### src/rtl/axi_lite_regfile_slave.sv
// AXI-Lite register bank: control/status/scratch/version/interrupt registers for an accelerator core.
// Write address and data are captured independently; the commit fires once both are held.
module axi_lite_regfile_slave #(
    parameter int unsigned ADDR_WIDTH = 8,
    parameter int unsigned DATA_WIDTH = 32,
    parameter logic [31:0] VERSION    = 32'h0001_0000
) (
    input  logic                    clk,
    input  logic                    rst,
    input  logic [ADDR_WIDTH-1:0]   s_axi_awaddr,
    input  logic [2:0]              s_axi_awprot,
    input  logic                    s_axi_awvalid,
    output logic                    s_axi_awready,
    input  logic [DATA_WIDTH-1:0]   s_axi_wdata,
    input  logic [DATA_WIDTH/8-1:0] s_axi_wstrb,
    input  logic                    s_axi_wvalid,
    output logic                    s_axi_wready,
    output logic [1:0]              s_axi_bresp,
    output logic                    s_axi_bvalid,
    input  logic                    s_axi_bready,
    input  logic [ADDR_WIDTH-1:0]   s_axi_araddr,
    input  logic [2:0]              s_axi_arprot,
    input  logic                    s_axi_arvalid,
    output logic                    s_axi_arready,
    output logic [DATA_WIDTH-1:0]   s_axi_rdata,
    output logic [1:0]              s_axi_rresp,
    output logic                    s_axi_rvalid,
    input  logic                    s_axi_rready,
    input  logic                    core_busy,
    input  logic                    core_done,
    output logic                    ctrl_start,
    output logic [3:0]              ctrl_mode,
    output logic                    irq
);

    localparam int unsigned IDX_W = ADDR_WIDTH - 2;
    localparam logic [1:0] RESP_OKAY   = 2'b00;
    localparam logic [1:0] RESP_SLVERR = 2'b10;

    typedef enum logic [2:0] {
        REG_CTRL     = 3'd0,
        REG_STATUS   = 3'd1,
        REG_SCRATCH0 = 3'd2,
        REG_SCRATCH1 = 3'd3,
        REG_VERSION  = 3'd4,
        REG_IRQ_STAT = 3'd5,
        REG_IRQ_EN   = 3'd6,
        REG_NONE     = 3'd7
    } reg_sel_e;

    function automatic reg_sel_e decode(input logic [IDX_W-1:0] idx);
        reg_sel_e sel;
        sel = REG_NONE;
        if (idx[IDX_W-1:3] == '0) begin
            case (idx[2:0])
                3'd0:    sel = REG_CTRL;
                3'd1:    sel = REG_STATUS;
                3'd2:    sel = REG_SCRATCH0;
                3'd3:    sel = REG_SCRATCH1;
                3'd4:    sel = REG_VERSION;
                3'd5:    sel = REG_IRQ_STAT;
                3'd6:    sel = REG_IRQ_EN;
                default: sel = REG_NONE;
            endcase
        end
        return sel;
    endfunction

    // Write channel state
    logic                    aw_held_q, aw_held_d;
    logic [IDX_W-1:0]        awidx_q, awidx_d;
    logic                    w_held_q, w_held_d;
    logic [DATA_WIDTH-1:0]   wdata_q, wdata_d;
    logic [DATA_WIDTH/8-1:0] wstrb_q, wstrb_d;
    logic                    awready_q, awready_d;
    logic                    wready_q, wready_d;
    logic                    bvalid_q, bvalid_d;
    logic [1:0]              bresp_q, bresp_d;

    // Read channel state
    logic                    arready_q, arready_d;
    logic                    rvalid_q, rvalid_d;
    logic [DATA_WIDTH-1:0]   rdata_q, rdata_d;
    logic [1:0]              rresp_q, rresp_d;

    // Register file
    logic [3:0]              mode_q, mode_d;
    logic                    start_q, start_d;
    logic [DATA_WIDTH-1:0]   scratch0_q, scratch0_d;
    logic [DATA_WIDTH-1:0]   scratch1_q, scratch1_d;
    logic                    irq_stat_q, irq_stat_d;
    logic                    irq_en_q, irq_en_d;

    logic                    aw_hs, w_hs, b_hs, ar_hs, r_hs, commit;
    reg_sel_e                wsel, rsel;
    logic [DATA_WIDTH-1:0]   wmask;
    logic                    irq_clr;
    logic                    unused_ok;

    assign aw_hs  = s_axi_awvalid & awready_q;
    assign w_hs   = s_axi_wvalid & wready_q;
    assign b_hs   = bvalid_q & s_axi_bready;
    assign ar_hs  = s_axi_arvalid & arready_q;
    assign r_hs   = rvalid_q & s_axi_rready;
    assign commit = aw_held_q & w_held_q;
    assign wsel   = decode(awidx_q);
    assign rsel   = decode(s_axi_araddr[ADDR_WIDTH-1:2]);

    always_comb begin
        wmask = '0;
        for (int unsigned i = 0; i < DATA_WIDTH/8; i++) begin
            wmask[i*8 +: 8] = {8{wstrb_q[i]}};
        end
    end

    always_comb begin
        aw_held_d = aw_held_q;
        awidx_d   = awidx_q;
        w_held_d  = w_held_q;
        wdata_d   = wdata_q;
        wstrb_d   = wstrb_q;
        bvalid_d  = bvalid_q;
        bresp_d   = bresp_q;
        if (aw_hs) begin
            aw_held_d = 1'b1;
            awidx_d   = s_axi_awaddr[ADDR_WIDTH-1:2];
        end
        if (w_hs) begin
            w_held_d = 1'b1;
            wdata_d  = s_axi_wdata;
            wstrb_d  = s_axi_wstrb;
        end
        if (commit) begin
            aw_held_d = 1'b0;
            w_held_d  = 1'b0;
            bvalid_d  = 1'b1;
            bresp_d   = (wsel == REG_NONE) ? RESP_SLVERR : RESP_OKAY;
        end else if (b_hs) begin
            bvalid_d = 1'b0;
        end
        // Readies are registered from next state so they are 0 in reset yet track held/bvalid exactly.
        awready_d = ~aw_held_d & ~bvalid_d;
        wready_d  = ~w_held_d & ~bvalid_d;
    end

    always_comb begin
        mode_d     = mode_q;
        start_d    = 1'b0;
        scratch0_d = scratch0_q;
        scratch1_d = scratch1_q;
        irq_en_d   = irq_en_q;
        irq_clr    = 1'b0;
        if (commit) begin
            case (wsel)
                REG_CTRL: begin
                    if (wstrb_q[0]) begin
                        mode_d  = wdata_q[7:4];
                        start_d = wdata_q[0];
                    end
                end
                REG_SCRATCH0: scratch0_d = (scratch0_q & ~wmask) | (wdata_q & wmask);
                REG_SCRATCH1: scratch1_d = (scratch1_q & ~wmask) | (wdata_q & wmask);
                REG_IRQ_STAT: irq_clr    = wstrb_q[0] & wdata_q[0];
                REG_IRQ_EN: begin
                    if (wstrb_q[0]) irq_en_d = wdata_q[0];
                end
                default: ;
            endcase
        end
        // A done pulse in the same cycle as a W1C clear keeps the flag set.
        irq_stat_d = (irq_stat_q & ~irq_clr) | core_done;
    end

    always_comb begin
        rvalid_d = rvalid_q;
        rdata_d  = rdata_q;
        rresp_d  = rresp_q;
        if (ar_hs) begin
            rvalid_d = 1'b1;
            rdata_d  = '0;
            rresp_d  = RESP_OKAY;
            case (rsel)
                REG_CTRL:     rdata_d[7:4] = mode_q;
                REG_STATUS:   rdata_d[0]   = core_busy;
                REG_SCRATCH0: rdata_d      = scratch0_q;
                REG_SCRATCH1: rdata_d      = scratch1_q;
                REG_VERSION:  rdata_d      = VERSION;
                REG_IRQ_STAT: rdata_d[0]   = irq_stat_q;
                REG_IRQ_EN:   rdata_d[0]   = irq_en_q;
                default:      rresp_d      = RESP_SLVERR;
            endcase
        end else if (r_hs) begin
            rvalid_d = 1'b0;
        end
        arready_d = ~rvalid_d;
    end

    always_ff @(posedge clk or posedge rst) begin
        if (rst) begin
            aw_held_q  <= 1'b0;
            awidx_q    <= '0;
            w_held_q   <= 1'b0;
            wdata_q    <= '0;
            wstrb_q    <= '0;
            awready_q  <= 1'b0;
            wready_q   <= 1'b0;
            bvalid_q   <= 1'b0;
            bresp_q    <= RESP_OKAY;
            arready_q  <= 1'b0;
            rvalid_q   <= 1'b0;
            rdata_q    <= '0;
            rresp_q    <= RESP_OKAY;
            mode_q     <= '0;
            start_q    <= 1'b0;
            scratch0_q <= '0;
            scratch1_q <= '0;
            irq_stat_q <= 1'b0;
            irq_en_q   <= 1'b0;
        end else begin
            aw_held_q  <= aw_held_d;
            awidx_q    <= awidx_d;
            w_held_q   <= w_held_d;
            wdata_q    <= wdata_d;
            wstrb_q    <= wstrb_d;
            awready_q  <= awready_d;
            wready_q   <= wready_d;
            bvalid_q   <= bvalid_d;
            bresp_q    <= bresp_d;
            arready_q  <= arready_d;
            rvalid_q   <= rvalid_d;
            rdata_q    <= rdata_d;
            rresp_q    <= rresp_d;
            mode_q     <= mode_d;
            start_q    <= start_d;
            scratch0_q <= scratch0_d;
            scratch1_q <= scratch1_d;
            irq_stat_q <= irq_stat_d;
            irq_en_q   <= irq_en_d;
        end
    end

    assign s_axi_awready = awready_q;
    assign s_axi_wready  = wready_q;
    assign s_axi_bvalid  = bvalid_q;
    assign s_axi_bresp   = bresp_q;
    assign s_axi_arready = arready_q;
    assign s_axi_rvalid  = rvalid_q;
    assign s_axi_rdata   = rdata_q;
    assign s_axi_rresp   = rresp_q;
    assign ctrl_start    = start_q;
    assign ctrl_mode     = mode_q;
    assign irq           = irq_stat_q & irq_en_q;

    assign unused_ok = ^{s_axi_awprot, s_axi_arprot, s_axi_awaddr[1:0], s_axi_araddr[1:0]};

endmodule

### config.mk
export PLATFORM = sky130hd
export DESIGN_NAME = axi_lite_regfile_slave
export DESIGN_NICKNAME = d
export VERILOG_FILES = /design/src/rtl/axi_lite_regfile_slave.sv
export SDC_FILE = /design/constraint.sdc
export NUM_CORES = 1
export LEC_CHECK = 0
export CORE_UTILIZATION = 56
export DETAILED_ROUTE_END_ITERATION = 16
export GPL_ROUTABILITY_DRIVEN = 0
export PLACE_DENSITY = 0.84
export SYNTH_ARGS = -nofsm -noshare
export SYNTH_HDL_FRONTEND = slang
export SYNTH_SLANG_ARGS = --single-unit
### constraint.sdc
create_clock -name clk -period 10.65 [get_ports clk]
set_input_delay 2.13 -clock clk [delete_from_list [all_inputs] [get_ports clk]]
set_output_delay 2.13 -clock clk [all_outputs]
set_load 0.01 [all_outputs]
# Yosys cells after proc, flatten, opt, wreduce, memory -nomap -nowiden

Cells that the tools add are included.

Register bits after elaboration: 156
Input port bits: 67
Logic and storage cells: 99

Eq/ne operators: 23
Multiplexer cells: 23
Bitwise logic cells: 23
Reductions and logical operators: 11

Operator list:

| operator                                       | number |
|---|---|
| bitwise AND 32 bit                             | 3 |
| one-hot mux 24 bit (3 select lines)            | 1 |
| OR 32 bit                                      | 2 |
| one-hot mux 3 bit (7 select lines)             | 2 |
| == test 3 bit (second input constant)          | 12 |
| inverter 32 bit                                | 1 |
| == test 3 x 2 -> 1 bit (second input constant) | 8 |
| logical NOT 3 bit                              | 6 |
| 2-to-1 mux 1 bit                               | 13 |
| one-hot mux 4 bit (3 select lines)             | 1 |
| bitwise AND 1 bit                              | 11 |
| == test 3 x 1 -> 1 bit (second input constant) | 3 |
| OR reduction 7 bit                             | 1 |
| 2-to-1 mux 3 bit                               | 2 |
| one-hot mux 3 bit (2 select lines)             | 1 |
| AND reduction 3 bit                            | 2 |
| inverter 1 bit                                 | 5 |
| one-hot mux 1 bit (5 select lines)             | 1 |
| 2-to-1 mux 2 bit                               | 2 |
| AND reduction 2 bit                            | 2 |
| OR 1 bit                                       | 1 |

# Logic depth before layout (Yosys ltp)

Gate-level depths: netlist of run 1.

Depth in word-level cells: 9
Gate-level depth with buffers: 4
Gate-level depth less buffers: 3

# Least setup slack after synthesis of run 1

OpenSTA, ideal clock, no wires.

Kind: input port to flip-flop
Start point: in s_axi_araddr[2]
End point: reg rdata_q[14], in the netlist s_axi_rdata[14]
Library setup time: 0.133 ns
Arrival: 3.163 ns
Required time: 10.517 ns
Path slack: 7.354 ns
Cell stages on the path: 4
Buffers on the path: 2
Path through: clkbuf_1 -> buf_1 -> mux2i_1 -> o21ai_0

Word-level cells in the longest chain between the ends: 5
Elaborated cells between the ends (all ways): 13
Those cells by class: eq/ne (9); mux (3); reduce/logical (1)

Ends and longest elaborated chain:

| element                                                 | RTL line | source |
|---|---|---|
| from (decl)                                             | 21       | `input logic [ADDR_WIDTH-1:0] s_axi_araddr,` |
| == test 3 bit, or another cell as far along             | 55       | `case (idx[2:0])` |
| one-hot mux 3 bit (7 select lines) (*)                  | 55       |  |
| 2-to-1 mux 3 bit (*)                                    | 54       | `if (idx[IDX_W-1:3] == '0) begin` |
| == test 3 bit or == test 3 x 2 -> 1 bit (tied branches) | 182      | `case (rsel)` |
| one-hot mux 24 bit (3 select lines) (*)                 | 182      |  |
| to (signal assigned)                                    | 231      | `rdata_q <= rdata_d;` |
| to (decl)                                               | 83       | `logic [DATA_WIDTH-1:0] rdata_q, rdata_d;` |

Every way passes the cells marked *; elsewhere a longest branch is shown, timed or not.
A chain may end at the register's enable or synchronous reset.

# Worst setup path in the final report of run 1

Start point: in s_axi_araddr[3]
End point: reg rdata_q[23], in the netlist s_axi_rdata[23]

Same word-level chain as after synthesis.

==> impl_metrics.ini, run 1 <==
[synth]
synth_cell_type_count = 42
synth-seq-cells = 154
yosysWarnings = 0
synth_edf_count = 0
yosysTopAreaCellShare_pct = 61.5
synthFlopType = dfrtp_1
synthTopCellsByArea = dfrtp_1 61%, mux2_2 20%, mux2i_1 4.5%, o21ai_0 2.6%, nand2_1 2.2%
synth_top_area_cell = dfrtp_1
synth-seq-area-share_pct = 61.5
syn_area_um2 = 6270
synth.avg_cell_area_um2 = 14.1
synthCells = 446
async_flop_share_pct = 100

[route]
drc = 0
routed_wl_um = 13000
ant_nets = 0
vias = 3999
avgRoutedWirePerCell_um = 18.5
first_iter_violations = 145
first_pass_iters = 4
via_per_inst = 5.69

[grt]
grt-ovfl-total = 0
grt_pass1_wl_um = 21100
antenna_found_initial = 0
grt_max_degree = 83
grtUsageTotal_pct = 24.3
grt_pass1_vias = 4277

[clock_network]
cts_root_buf = clkbuf_8
clk-insertion-delay-late_ns = 0.51
cts.htree.levels = 4
clock-sinks = 154
clk_pin_slew_ns = 0.06
cts_tree = done
numCtsBuffers = 17
cts_resized = 0
post-cts-setup-buffer-count = 0
hold_buffers = 0
clk_path_buf_depth = 2

[final_layout]
final_core_util_pct = 72.6
final.fill_count = 741
final_common_cell = dfrtp_1
final_area_um2 = 7900
stdcell_count = 703
regArea_um2 = 3850
syn2layout_area_growth_pct = 26.0
layout.nets = 617
drive_gt1_share_pct = 28.1
multiInputGateArea_um2 = 2320
layout_common_cells = 154 x dfrtp_1, 114 x mux2_2, 100 x clkdlybuf4s50_1
diodes = 0

[timing]
finalHoldViolations = 0
slew_violations = 0
grt_setup_unrepaired = false
finalCritPeriodShare_pct = 37.6
fmax_mhz = 250
worstMarginPinSlew_ns = 1.18
period_minus_slack_ns = 4.01
layout_setup_ws_ns = 6.64
relSlewSlack_pct = 21.0
setup_viol = 0
fin_skew_ns = 0.00539
setup_tns_ns = 0

[setup_path]
cp.required_ns = 11.05
cp_data_arrival_time_ns = 4.41
critPathMaxFanout = 26
start_kind = input pin
worst-setup-path-type = in -> reg
cp-end-kind = register

[placement]
place_area_um2 = 7390
portBuffers = 101
dpl.cell_count = 671
dpl_worst_slack_ns = 6.00
hpwlAfterDp_um = 8290

[hold_path]
min_path_type = reg -> reg

[status]
status = finished clean

[die]
ios = 114
dieArea_um2 = 11600
die_x_um = 108
core_area_um2 = 10900
num_rows = 38
start_util_pct = 57.6
fp.dieH_um = 108

[job]
maxCapViolCount = 0

[power_and_ir_drop]
p_per_area_nw_per_um2 = 218
p_leak_nw = 3.62
vdd_ir_drop_max_mv = 0.144
==> routing by layer <==
metal / global-route usage [%] / part of all wire, % / wire length (µm)
met1: 31.1 / 44 / 5670
met2: 40.8 / 50 / 6530
met3: 6.05 / 5.1 / 662
met4: 7.73 / 1.2 / 157
met5: 0 / 0 / 0
==> through the flow <==
step | power (mW) | hold WS, ns
final | 1.72 | 0.480
after floorplan | 1.08 | 0.456
after global routing | 1.80 | 0.502
after global placement | 1.17 | 0.462
after CTS | 1.73 | 0.489
after detailed placement | 1.21 | 0.473
==> cell type report <==
| type | instances | share of cell area (%) |
|---|---|---|
| clock buffers | 20 | 5.51 |
| clock inverters | 12 | 0.982 |
| inverters | 5 | 0.301 |
| multi-input cells | 269 | 29.3 |
| flip-flops and latches | 154 | 48.8 |
| well taps | 140 | 2.22 |
| repair buffers | 103 | 12.9 |
==> kinds of logic after synthesis <==
family / synth area share (%)
and+or+nand+nor: 6.62
DFF: 61.5
AOI/OAI and AO/OA: 4.25
muxes: 25.9
other: 0.0598
buffers and inverters: 1.72
==> worst max-delay path, stage by stage <==
cell             delay (ns)
clkdlybuf4s50_1        0.76
nand4_1                1.02
o21ai_0                0.48
==> synth_stat cells, types with 4 or more instances <==
master    count
dfrtp_1     154
nand3_1       4
mux2_2      114
o21ai_0      32
inv_1         5
mux2i_1      28
nand2_1      37
mux2_4        4
clkbuf_1     12
nand4_1       6
a22oi_1       4
==> final timing paths <==
check / startpoint / depth (start not counted) / to / slack (ns)
setup / recovery: s_axi_araddr[3] / 3 / s_axi_rdata[23] / 6.64
hold / removal: s_axi_rdata[10] / 2 / s_axi_rdata[10] / 0.48
hold reg to reg: s_axi_rdata[10] / 2 / s_axi_rdata[10] / 0.48
setup reg to reg: awidx_q[2] / 3 / register / 8.45
max in group asynchronous: rst / 3 / async pin / 7.16
min in group asynchronous: rst / 2 / wdata_q[9] / 2.12
==> where the power goes <==
part	total, mW	switching (mW)	internal [mW]
Sequential	0.872	0.129	0.743
Combinational	0.333	0.127	0.206
Clock	0.515	0.226	0.290
(Power assumes the default switching activity.)
==> run 2: changes to the inputs <==
--- a/config.mk
+++ b/config.mk
@@ -5,10 +5,10 @@
 export SDC_FILE = /design/constraint.sdc
 export NUM_CORES = 1
 export LEC_CHECK = 0
-export CORE_UTILIZATION = 56
+export CORE_UTILIZATION = 52
 export DETAILED_ROUTE_END_ITERATION = 16
 export GPL_ROUTABILITY_DRIVEN = 0
-export PLACE_DENSITY = 0.84
+export PLACE_DENSITY = 0.79
 export SYNTH_ARGS = -nofsm -noshare
 export SYNTH_HDL_FRONTEND = slang
 export SYNTH_SLANG_ARGS = --single-unit
==> constraint.sdc (replaced) <==
create_clock -name clk -period 3.9 [get_ports clk]
set_input_delay 0.78 -clock clk [delete_from_list [all_inputs] [get_ports clk]]
set_output_delay 0.78 -clock clk [all_outputs]
set_load 0.01 [all_outputs]
==> run 2 against run 1 <==
  * Utilization down 3.2 points
  * Worst hold slack worse by 0.0031 ns
  * The run now ends with DRC left
  * Via count down 1.0%
  * Sequential power rose to 2.7 times the previous value
  * Final area up 1.6%
  * Largest power group unchanged
  * Clock-buffer cell count up 5
  * Clock skew up 0.00097 ns
  * Die area up 7.5%
  * Wire length up 0.33%
  * Critical path depth unchanged
  * Setup slack worse by 5.0 ns
==> impl_metrics.ini, run 2 (synthesis gave the netlist of run 1 again) <==
[die]
fp.dieH_um = 112
die_x_um = 112
ios = 114
start_util_pct = 54.2
core_area_um2 = 11600
num_rows = 39
dieArea_um2 = 12500

[timing]
worstMarginPinSlew_ns = 1.02
grt_setup_unrepaired = false
period_minus_slack_ns = 2.28
holdWs_ns = 0.477
setup_viol = 0
finalHoldViolations = 0
fin_skew_ns = 0.00636
setup_tns_ns = 0
relSlewSlack_pct = 31.4
fmax_mhz = 439
finalCritPeriodShare_pct = 58.4
slew_violations = 0

[power_and_ir_drop]
pwr-share-seq_pct = 48.4
p_leak_nw = 3.68
swShare_pct = 26.3
vdd_ir_drop_max_mv = 0.448
p_per_area_nw_per_um2 = 611
p_int_mw = 3.62
comb_power_share_pct = 18.6
power.switching_mw = 1.29
finalPower_mw = 4.91
clock_power_share_pct = 33.1

[grt]
grt_max_degree = 60
antenna_found_initial = 0
grtUsageTotal_pct = 23.1
grt_pass1_wl_um = 21600
grt_pass1_vias = 4198
grt-ovfl-total = 0

[clock_network]
cts_resized = 0
hold_buffers = 0
post-cts-setup-buffer-count = 0
clk-insertion-delay-late_ns = 0.41
clk_pin_slew_ns = 0.06
cts_root_buf = clkbuf_16
cts.htree.levels = 4
clk_path_buf_depth = 2
numCtsBuffers = 17
clock-sinks = 154
cts_tree = done

[setup_path]
cp.required_ns = 4.19
crit_buf_inv = 0
cp_top_family = simple AND/OR/NAND/NOR gates
crit_slowest_cell = nor3_2
crit_chain = or4_4 > nor3_2 > mux2_2
start_kind = register
cp_data_arrival_time_ns = 2.57
critPathMaxStageDelay_ns = 0.70
worst-setup-path-type = reg -> reg
cp-end-kind = register
critPathMaxFanout = 8

[job]
maxCapViolCount = 0

[placement]
hpwlAfterDp_um = 8510
place_area_um2 = 7430
portBuffers = 101
dpl.cell_count = 678

[route]
drc = 7
via_per_inst = 5.58
wl_met2_um = 6510
first_iter_violations = 164
vias = 3959
highest_layer = met4
avgRoutedWirePerCell_um = 18.4
m1WireLength_um = 5780
routed_wl_um = 13100
ant_nets = 0
met3_length_um = 681
first_pass_iters = 10

[final_layout]
final_area_um2 = 8030
layout.nets = 621
final_common_cell = dfrtp_1
diodes = 0
layout_common_cells = 154 x dfrtp_1, 114 x mux2_2, 100 x clkdlybuf4s50_1
drive_gt1_share_pct = 28.3
stdcell_count = 709
syn2layout_area_growth_pct = 28.0

[status]
status = finished, violations left
violations = DRC

[hold_path]
min_path_type = reg -> reg
==> run 2: cell type report <==
class	instances	area, µm²
sequential	154	3850
fill	842	3540
multi-input combinational	269	2320
timing repair buffer	107	1060
clock buffer	25	505
tap	143	179
clock inverter	6	86.3
inverter	5	22.5
==> run 2: path summary, 6_finish.rpt <==
kind,to,cells after the start,startpoint,slack (ns)
worst max-delay path,register,3,awidx_q[2],1.62
worst min-delay path,s_axi_rdata[1],2,s_axi_rdata[1],0.48
worst max register to register,register,3,awidx_q[2],1.62
worst min register to register,s_axi_rdata[1],2,s_axi_rdata[1],0.48
max in group asynchronous,wdata_q[9],3,rst,2.12
min in group asynchronous,awidx_q[5],2,rst,0.86
==> run 2: layer usage <==
layer,vias to the layer above,GRT usage (%)
met4,0,7.93
li1,1827,-
met1,2022,30.0
met3,9,6.97
met5,-,0
met2,101,37.1
==> run 2: per-stage QoR <==
step                setup WS, ns  util, %
detailed placement          1.32     64.3
global placement            1.38     64.3
finish                      1.62     69.4
CTS                         1.54     69.4
global route                1.51     69.4
floorplan                   1.18        -
==> run 2: worst min-delay path, cell delays in order (launching register included) <==
cell     delay (ns)
dfrtp_1        0.34
nand2_1        0.04
o21ai_0        0.06
==> run 2: power by group through the flow <==
stage	clock network (mW)	logic, mW	registers, mW
6_report	1.62	0.911	2.37
5_1_grt	1.72	0.993	2.43
4_1_cts	1.65	0.924	2.37
3_5_place_dp	0	0.911	2.39
3_3_place_gp	0	0.865	2.35
2_1_floorplan	0	0.641	2.30
==> run 3: changes to the inputs <==
==> constraint.sdc (replaced) <==
create_clock -name clk -period 2.1 [get_ports clk]
set_input_delay 0.42 -clock clk [delete_from_list [all_inputs] [get_ports clk]]
set_output_delay 0.42 -clock clk [all_outputs]
set_load 0.01 [all_outputs]
==> run 3 against run 2 <==
  * The run still ends with DRC left
  * Utilization increased by 0.75 points
  * Flip-flop and latch count did not move
  * Global-route usage decreased by 0.66 points
  * Sequential share of layout area decreased by 0.51 points
  * Final cell count grew 1.4%
  * Critical path type unchanged
  * Largest power group unchanged
  * Highest routed layer unchanged
==> impl_metrics.ini, run 3 (synthesis gave the netlist of run 1 again) <==
[clock_network]
cts.htree.levels = 4
numCtsBuffers = 17
hold_buffers = 0
cts_root_buf = clkbuf_16
cts_resized = 0
clk_path_buf_depth = 2
clock-sinks = 154
cts_tree = done
post-cts-setup-buffer-count = 0
clk_pin_slew_ns = 0.05
clk-insertion-delay-late_ns = 0.41

[placement]
portBuffers = 101
hpwlAfterDp_um = 8620
dpl.cell_count = 688
dpl_worst_slack_ns = 0.126

[power_and_ir_drop]
pwr-share-seq_pct = 48.4
vdd_ir_drop_max_mv = 0.685
p_per_area_nw_per_um2 = 1120
p_leak_nw = 3.74
p_int_mw = 6.65
power.switching_mw = 2.40
swShare_pct = 26.5
comb_power_share_pct = 19.7
clock_power_share_pct = 31.9

[die]
ios = 114
core_area_um2 = 11600
fp.dieH_um = 112
dieArea_um2 = 12500
start_util_pct = 54.2
die_x_um = 112
num_rows = 39

[setup_path]
worst-setup-path-type = reg -> reg
cp.required_ns = 2.39
start_kind = register
critPathMaxFanout = 8
cp-end-kind = register
cp_data_arrival_time_ns = 2.27

[status]
status = finished, violations left
violations = DRC

[grt]
grt_max_degree = 90
antenna_found_initial = 0
grtUsageTotal_pct = 22.4
grt-ovfl-total = 0
grt_pass1_wl_um = 21500
grt_pass1_vias = 4289

[route]
first_pass_iters = 10
ant_nets = 0
first_iter_violations = 126
via_per_inst = 5.53
avgRoutedWirePerCell_um = 17.8
drc = 7
vias = 3973
routed_wl_um = 12800

[timing]
finalCritPeriodShare_pct = 94.2
setup_tns_ns = 0
setup_viol = 0
fin_skew_ns = 0.00623
period_minus_slack_ns = 1.98
slew_violations = 0
fmax_mhz = 506
finalHoldViolations = 0
layout_setup_ws_ns = 0.123
holdWs_ns = 0.249
worstMarginPinSlew_ns = 0.556
relSlewSlack_pct = 62.8
grt_setup_unrepaired = false

[final_layout]
diodes = 0
syn2layout_area_growth_pct = 29.4
stdcell_count = 719
drive_gt1_share_pct = 29.9
multiInputGateArea_um2 = 2320
layout.nets = 631
layout_common_cells = 154 x dfrtp_1, 114 x mux2_2, 100 x clkdlybuf4s50_1
regArea_um2 = 3850
final.fill_count = 807
final_common_cell = dfrtp_1

[hold_path]
min_path_type = in -> async

[job]
maxCapViolCount = 0
## run 3: through the flow
stage / cell area, µm² / util (%) / power [mW]
detailed placement: 7550 / 65.3 / 6.22
floorplan: 6280 / - / 5.46
global route: 8110 / 70.2 / 9.51
CTS: 8110 / 70.2 / 9.13
finish: 8110 / 70.2 / 9.05
global placement: 7550 / 65.3 / 6.06
## run 3: metal layers
layer	share of wire, %	vias up	GRT usage (%)
met1	44	2028	29.0
li1	-	1843	-
met2	50	87	36.7
met5	0	-	0
met3	4.6	15	5.66
met4	1.4	0	8.20
## run 3: final cells by class
| class | instances | share of cell area, % |
|---|---|---|
| inverter | 5 | 0.278 |
| clock inverter | 8 | 0.833 |
| clock buffer | 23 | 6.14 |
| multi-input combinational | 269 | 28.5 |
| tap | 143 | 2.21 |
| sequential | 154 | 47.5 |
| timing repair buffer | 117 | 14.5 |
## run 3: power by group through the flow
| stage | logic (mW) | clock network [mW] | registers, mW |
|---|---|---|---|
| 2_1_floorplan | 1.19 | 0 | 4.27 |
| 4_1_cts | 1.81 | 2.93 | 4.38 |
| 3_5_place_dp | 1.80 | 0 | 4.42 |
| 5_1_grt | 1.94 | 3.07 | 4.50 |
| 3_3_place_gp | 1.72 | 0 | 4.34 |
| 6_report | 1.79 | 2.89 | 4.38 |
## run 3: path summary, 6_finish.rpt
path                                      start               to  slack, ns  cells past startpoint
worst max-delay path                 awidx_q[2]         register       0.12                      5
worst min-delay path                        rst       awidx_q[5]       0.25                      2
worst max register to register       awidx_q[2]         register       0.12                      5
worst min register to register  s_axi_rdata[12]  s_axi_rdata[12]       0.48                      2
max in group asynchronous                   rst  s_axi_rdata[29]       1.19                      3
min in group clk                s_axi_rdata[12]  s_axi_rdata[12]       0.48                      2
## run 3: worst max-delay path, cell delays in order (launching register included)
cell	delay [ns]
dfrtp_1	0.37
buf_4	0.15
nor4_4	0.28
buf_4	0.20
nand3_1	0.42
mux2_2	0.44
